==> src/rtl/cic_dec_ctrl.sv <==
// Sequencing controller for a 5-stage, D=2 CIC decimator with a run-time programmable rate.
// Flushes the filter on start-up and on rate changes, then drops its settling outputs.
module cic_dec_ctrl #(
    parameter int unsigned INPUT_WIDTH    = 15,
    parameter int unsigned OUTPUT_WIDTH   = 38,
    parameter int unsigned RATE_WIDTH     = 4,
    parameter int unsigned DEFAULT_RATE   = 12,
    parameter int unsigned FLUSH_CYCLES   = 2,
    parameter int unsigned SETTLE_OUTPUTS = 10
) (
    input  logic                    clk_i,
    input  logic                    rst_i,
    input  logic                    enable_i,
    input  logic                    cfg_wr_i,
    input  logic [RATE_WIDTH-1:0]   cfg_rate_i,
    output logic                    cfg_err_o,
    output logic                    busy_o,
    input  logic                    s_valid_i,
    output logic                    s_ready_o,
    input  logic [INPUT_WIDTH-1:0]  s_data_i,
    output logic                    cic_rst_o,
    output logic                    cic_nd_o,
    output logic [INPUT_WIDTH-1:0]  cic_din_o,
    output logic [RATE_WIDTH-1:0]   cic_rate_o,
    input  logic                    cic_rdy_i,
    input  logic [OUTPUT_WIDTH-1:0] cic_dout_i,
    output logic                    m_valid_o,
    input  logic                    m_ready_i,
    output logic [OUTPUT_WIDTH-1:0] m_data_o,
    output logic                    ovf_o
);
    localparam int unsigned FlushW = (FLUSH_CYCLES > 1) ? $clog2(FLUSH_CYCLES) : 1;
    localparam int unsigned DiscW  = (SETTLE_OUTPUTS > 0) ? $clog2(SETTLE_OUTPUTS + 1) : 1;

    localparam logic [FlushW-1:0]     FlushLast = FlushW'(FLUSH_CYCLES - 1);
    localparam logic [DiscW-1:0]      DiscInit  = DiscW'(SETTLE_OUTPUTS);
    localparam logic [RATE_WIDTH-1:0] RateRst   = RATE_WIDTH'(DEFAULT_RATE);
    localparam logic [RATE_WIDTH-1:0] RateMin   = RATE_WIDTH'(2);

    typedef enum logic [1:0] {StIdle, StFlush, StSettle, StRun} state_e;

    state_e                  state_q, state_d;
    logic [FlushW-1:0]       flush_cnt_q, flush_cnt_d;
    logic [DiscW-1:0]        disc_cnt_q, disc_cnt_d;
    logic [RATE_WIDTH-1:0]   rate_q, rate_d;
    logic                    cic_nd_q, cic_nd_d;
    logic [INPUT_WIDTH-1:0]  cic_din_q, cic_din_d;
    logic                    m_valid_q, m_valid_d;
    logic [OUTPUT_WIDTH-1:0] m_data_q, m_data_d;
    logic                    ovf_q, ovf_d;
    logic                    cfg_err_q, cfg_err_d;

    logic cfg_legal, cfg_acc, hs, load;

    assign cfg_legal = cfg_rate_i >= RateMin;
    assign cfg_acc   = cfg_wr_i && cfg_legal;
    assign hs        = s_valid_i && s_ready_o;
    // A rate change or disable in the same cycle discards the decimator output.
    assign load      = (state_q == StRun) && cic_rdy_i && enable_i && !cfg_acc;

    always_comb begin
        state_d     = state_q;
        flush_cnt_d = flush_cnt_q;
        disc_cnt_d  = disc_cnt_q;
        rate_d      = rate_q;
        if (cfg_acc) begin
            rate_d = cfg_rate_i;
        end
        unique case (state_q)
            StIdle: begin
                if (enable_i) begin
                    state_d     = StFlush;
                    flush_cnt_d = '0;
                end
            end
            StFlush: begin
                if (flush_cnt_q == FlushLast) begin
                    state_d    = (DiscInit == '0) ? StRun : StSettle;
                    disc_cnt_d = DiscInit;
                end else begin
                    flush_cnt_d = flush_cnt_q + 1'b1;
                end
            end
            StSettle: begin
                if (cic_rdy_i) begin
                    disc_cnt_d = disc_cnt_q - 1'b1;
                    if (disc_cnt_q == DiscW'(1)) begin
                        state_d = StRun;
                    end
                end
            end
            StRun: begin
                state_d = StRun;
            end
            default: state_d = StIdle;
        endcase
        if (cfg_acc) begin
            state_d     = StFlush;
            flush_cnt_d = '0;
        end
        if (!enable_i) begin
            state_d = StIdle;
        end
    end

    always_comb begin
        cic_nd_d  = hs;
        cic_din_d = hs ? s_data_i : cic_din_q;
        cfg_err_d = cfg_wr_i && !cfg_legal;
        m_valid_d = m_valid_q;
        m_data_d  = m_data_q;
        ovf_d     = ovf_q;
        if (m_valid_q && m_ready_i) begin
            m_valid_d = 1'b0;
        end
        if (load) begin
            m_valid_d = 1'b1;
            m_data_d  = cic_dout_i;
            if (m_valid_q && !m_ready_i) begin
                ovf_d = 1'b1;
            end
        end
        if (cfg_acc) begin
            ovf_d = 1'b0;
        end
    end

    always_ff @(posedge clk_i) begin
        if (rst_i) begin
            state_q     <= StIdle;
            flush_cnt_q <= '0;
            disc_cnt_q  <= '0;
            rate_q      <= RateRst;
            cic_nd_q    <= 1'b0;
            cic_din_q   <= '0;
            m_valid_q   <= 1'b0;
            m_data_q    <= '0;
            ovf_q       <= 1'b0;
            cfg_err_q   <= 1'b0;
        end else begin
            state_q     <= state_d;
            flush_cnt_q <= flush_cnt_d;
            disc_cnt_q  <= disc_cnt_d;
            rate_q      <= rate_d;
            cic_nd_q    <= cic_nd_d;
            cic_din_q   <= cic_din_d;
            m_valid_q   <= m_valid_d;
            m_data_q    <= m_data_d;
            ovf_q       <= ovf_d;
            cfg_err_q   <= cfg_err_d;
        end
    end

    // Handshake-facing outputs decode the registered state only.
    assign cic_rst_o  = (state_q == StIdle) || (state_q == StFlush);
    assign busy_o     = (state_q == StFlush) || (state_q == StSettle);
    assign s_ready_o  = (state_q == StSettle) || (state_q == StRun);
    assign cic_nd_o   = cic_nd_q;
    assign cic_din_o  = cic_din_q;
    assign cic_rate_o = rate_q;
    assign m_valid_o  = m_valid_q;
    assign m_data_o   = m_data_q;
    assign ovf_o      = ovf_q;
    assign cfg_err_o  = cfg_err_q;

endmodule
==> config.mk <==
export PLATFORM = sky130hd
export DESIGN_NAME = cic_dec_ctrl
export DESIGN_NICKNAME = d
export VERILOG_FILES = /design/src/rtl/cic_dec_ctrl.sv
export SDC_FILE = /design/constraint.sdc
export NUM_CORES = 1
export LEC_CHECK = 0
export CORE_MARGIN = 3
export CORE_UTILIZATION = 40
export DETAILED_ROUTE_END_ITERATION = 10
export GPL_TIMING_DRIVEN = 0
export PLACE_DENSITY = 0.85
export REMOVE_ABC_BUFFERS = 1
export SLEW_MARGIN = 20
export SYNTH_ARGS = -nofsm -noshare
export SYNTH_HDL_FRONTEND = slang
export SYNTH_SLANG_ARGS = --single-unit
==> constraint.sdc <==
create_clock -name clk_i -period 2.5 [get_ports clk_i]
set_clock_uncertainty 0.1 [all_clocks]
set_input_delay 0.5 -clock clk_i [delete_from_list [all_inputs] [get_ports clk_i]]
set_output_delay 0.5 -clock clk_i [all_outputs]
set_load 0.01 [all_outputs]
==> run metrics <==
result of the run=complete, no violations; number of inserted diodes=0; number of unique standard cell types used by synthesis=36; TritonCTS clock tree=built; Tcrit/Tclk final=96.3%; number of pins with negative max-slew slack in the final report=0; Synth Cell Area=2590 um^2; average wire per cell in the routed design=13.7 um; synth-to-layout area growth=59.0%; Reg2Reg Setup Slack=0.63 ns; core outline area=6100 um^2; clock input transition at the sequential cells of the worst setup and hold paths=0.07 ns; number of remaining DRC errors=0; total grt overflow=0; proportion of synthesized chip area in sequential cells=52.6%; most common library cell in the layout ignoring fill and taps=sky130_fd_sc_hd__clkdlybuf4s50_1; H-tree lvl count=3; number of clock buffers inserted by TritonCTS=9; max-capacitance violation count=0; total routing resource utilization after global routing=19.0%; data required time at the worst endpoint=1.90 ns; number of DRC markers in iteration 0=102; Setup crit end kind=primary output; vias per cell=4.89; effective utilization at floorplan=42.5%; pin count of the biggest net entering global routing=38; global-route wire length before repair=11400 um; cells after synthesis=314; Boundary Pins=128; total iterations of the first detailed-routing run=4; hold slack=0.352 ns; # hold bufs at CTS=0; Tmin final=2.41 ns; arrival time of the worst setup path=1.81 ns; path class of the lowest-slack min-delay path=reg2reg; synthesis-stage register bit count=68; Placer Congestion=0.769; clk root buf=sky130_fd_sc_hd__clkbuf_8; floorplan die area=7470 um^2; final design utilization=67.5%; maximum VDD drop=0.334 mV; transition time of the tightest slew-check pin=0.726 ns; Inst Count DP=501; Mean Syn Cell Area=8.24 um^2; placement row count=28; critical setup path kind=reg2out; Non-Filler Instances=516; total negative setup slack=0 ns; maximum root-to-sink buffer count=2; RSZ-0062 raised after global routing=no; number of I/O port buffers=127; setup fix buffers added after clock tree synthesis=0; chip width=86.4 um; commonest cells after routing, fill and taps aside=126 x sky130_fd_sc_hd__clkdlybuf4s50_1, 113 x sky130_fd_sc_hd__nand2_1, 66 x sky130_fd_sc_hd__dfxtp_1; launching element type of the critical path=register; number of global-route vias before repair=2448; NumNets Final=509; maximum clock rate=415 MHz; Detail Route Antenna Nets=0; via count of the routed design=2525; placed wire-length estimate=5300 um; Cell Pwr Density=517 nW/um^2; CP max FO=5; clock latency reported for the late side of the worst-skew pair=0.32 ns; TritonCTS Sinks=68; y dimension of the die=86.4 um; number of hold violations in the final report=0; worst slew margin relative to its limit=51.6%; Final setup violation count=0; Synth warnings=0; total wire length after detailed routing=7060 um; fraction of layout cells with a size suffix above 1=5.67%; number of antenna violations at the first check in global routing=0; static leakage=1.42 nW
[cells by family after synthesis]
group	share of synthesized area, %
compound gates	15.3
fa+ha+maj	3.87
buf+inv	4.45
flops	52.6
simple gates	23.8
[cells in the mapped netlist, drive strengths merged]
library cell  instances  share of area, %
a221o                 2              0.77
o31a                  1              0.34
nand2b                4              0.97
clkbuf                8               1.2
nand4bb               1              0.43
inv                   4              0.58
nand2               113                16
nor4b                 1              0.34
o2111a                1              0.43
nor4                  2              0.48
nand3                 3              0.58
a311oi                1              0.34
nor2                 10               1.5
or2                   2              0.48
dfxtp                68                53
o21ai                 2              0.39
or3b                  1              0.34
a22oi                 1              0.29
a21oi                58                11
a211oi                2              0.77
or3                   1              0.24
and4bb                1              0.48
and2b                 1              0.29
nor3                  3              0.58
o21a                  1              0.29
buf                  10               2.7
nor2b                 2              0.48
ha                    8               3.9
o31ai                 1              0.48
and2                  1              0.24
[registers in the layout, indices dropped and copies added, names as in the netlist]
| register | count |
|---|---|
| cic_rate_o | 4 |
| ovf_o | 1 |
| cic_nd_o | 1 |
| m_valid_o | 1 |
| flush_cnt_q | 1 |
| cfg_err_o | 1 |
| cic_din_o | 15 |
| m_data_o | 38 |
| state_q | 2 |
| disc_cnt_q | 4 |
[area by class of cell]
type | count | area, um^2
fillers | 499 | 1980
flip-flops and latches | 68 | 1360
multi-input cells | 224 | 1120
clock inverters | 2 | 10.0
well taps | 75 | 93.8
inverters | 4 | 15.0
clock buffers | 13 | 159
repair buffers | 130 | 1350
[per-stage QoR]
step / total power [mW] / setup WS (ns) / cell area (um^2)
global route: 2.22 / 0.0171 / 4120
global placement: 1.36 / -1.33 / 3850
finish: 2.13 / 0.0917 / 4120
floorplan: 1.20 / 0.0564 / 2490
CTS: 2.15 / 0.0249 / 4110
detailed placement: 1.37 / -0.0771 / 3940
[power breakdown]
group	total, mW	switching (mW)	internal, mW
clock	0.782	0.376	0.407
sequential	1.11	0.0112	1.10
combinational	0.233	0.0896	0.144
total	2.13	0.476	1.65
[layer usage]
layer  global-route usage, %  share of wire, %  up-vias
met5                       0                 0        -
met2                    33.2                51       80
li1                        -                 -     1279
met3                    5.51               6.9       11
met1                    21.9                40     1155
met4                    6.94               1.5        0
[worst max-delay path, stage by stage (launching register included)]
cell and delay (ns):
sky130_fd_sc_hd__dfxtp_2 0.35, sky130_fd_sc_hd__inv_1 0.09, sky130_fd_sc_hd__ha_1 0.24, sky130_fd_sc_hd__or2_2 0.32
sky130_fd_sc_hd__clkdlybuf4s50_1 0.48
[path summary, 6_finish.rpt]
kind,from,cells past startpoint,end
max,state_q[1]$_SDFFE_PP0P_,4,cic_rst_o
min,m_data_o[11]$_SDFFE_PP0P_,2,m_data_o[11]$_SDFFE_PP0P_
max reg2reg,state_q[0]$_SDFFE_PP0P_,6,cic_din_o[5]$_SDFFE_PP0P_
min reg2reg,m_data_o[11]$_SDFFE_PP0P_,2,m_data_o[11]$_SDFFE_PP0P_
[repair_timing]
| action | CTS | global route |
|---|---|---|
| resized for setup | 1 | 2 |
| endpoints found under the setup margin | 1 | 2 |
| pin swaps | 0 | 0 |
Note: power is estimated with default switching activity, not from simulation.
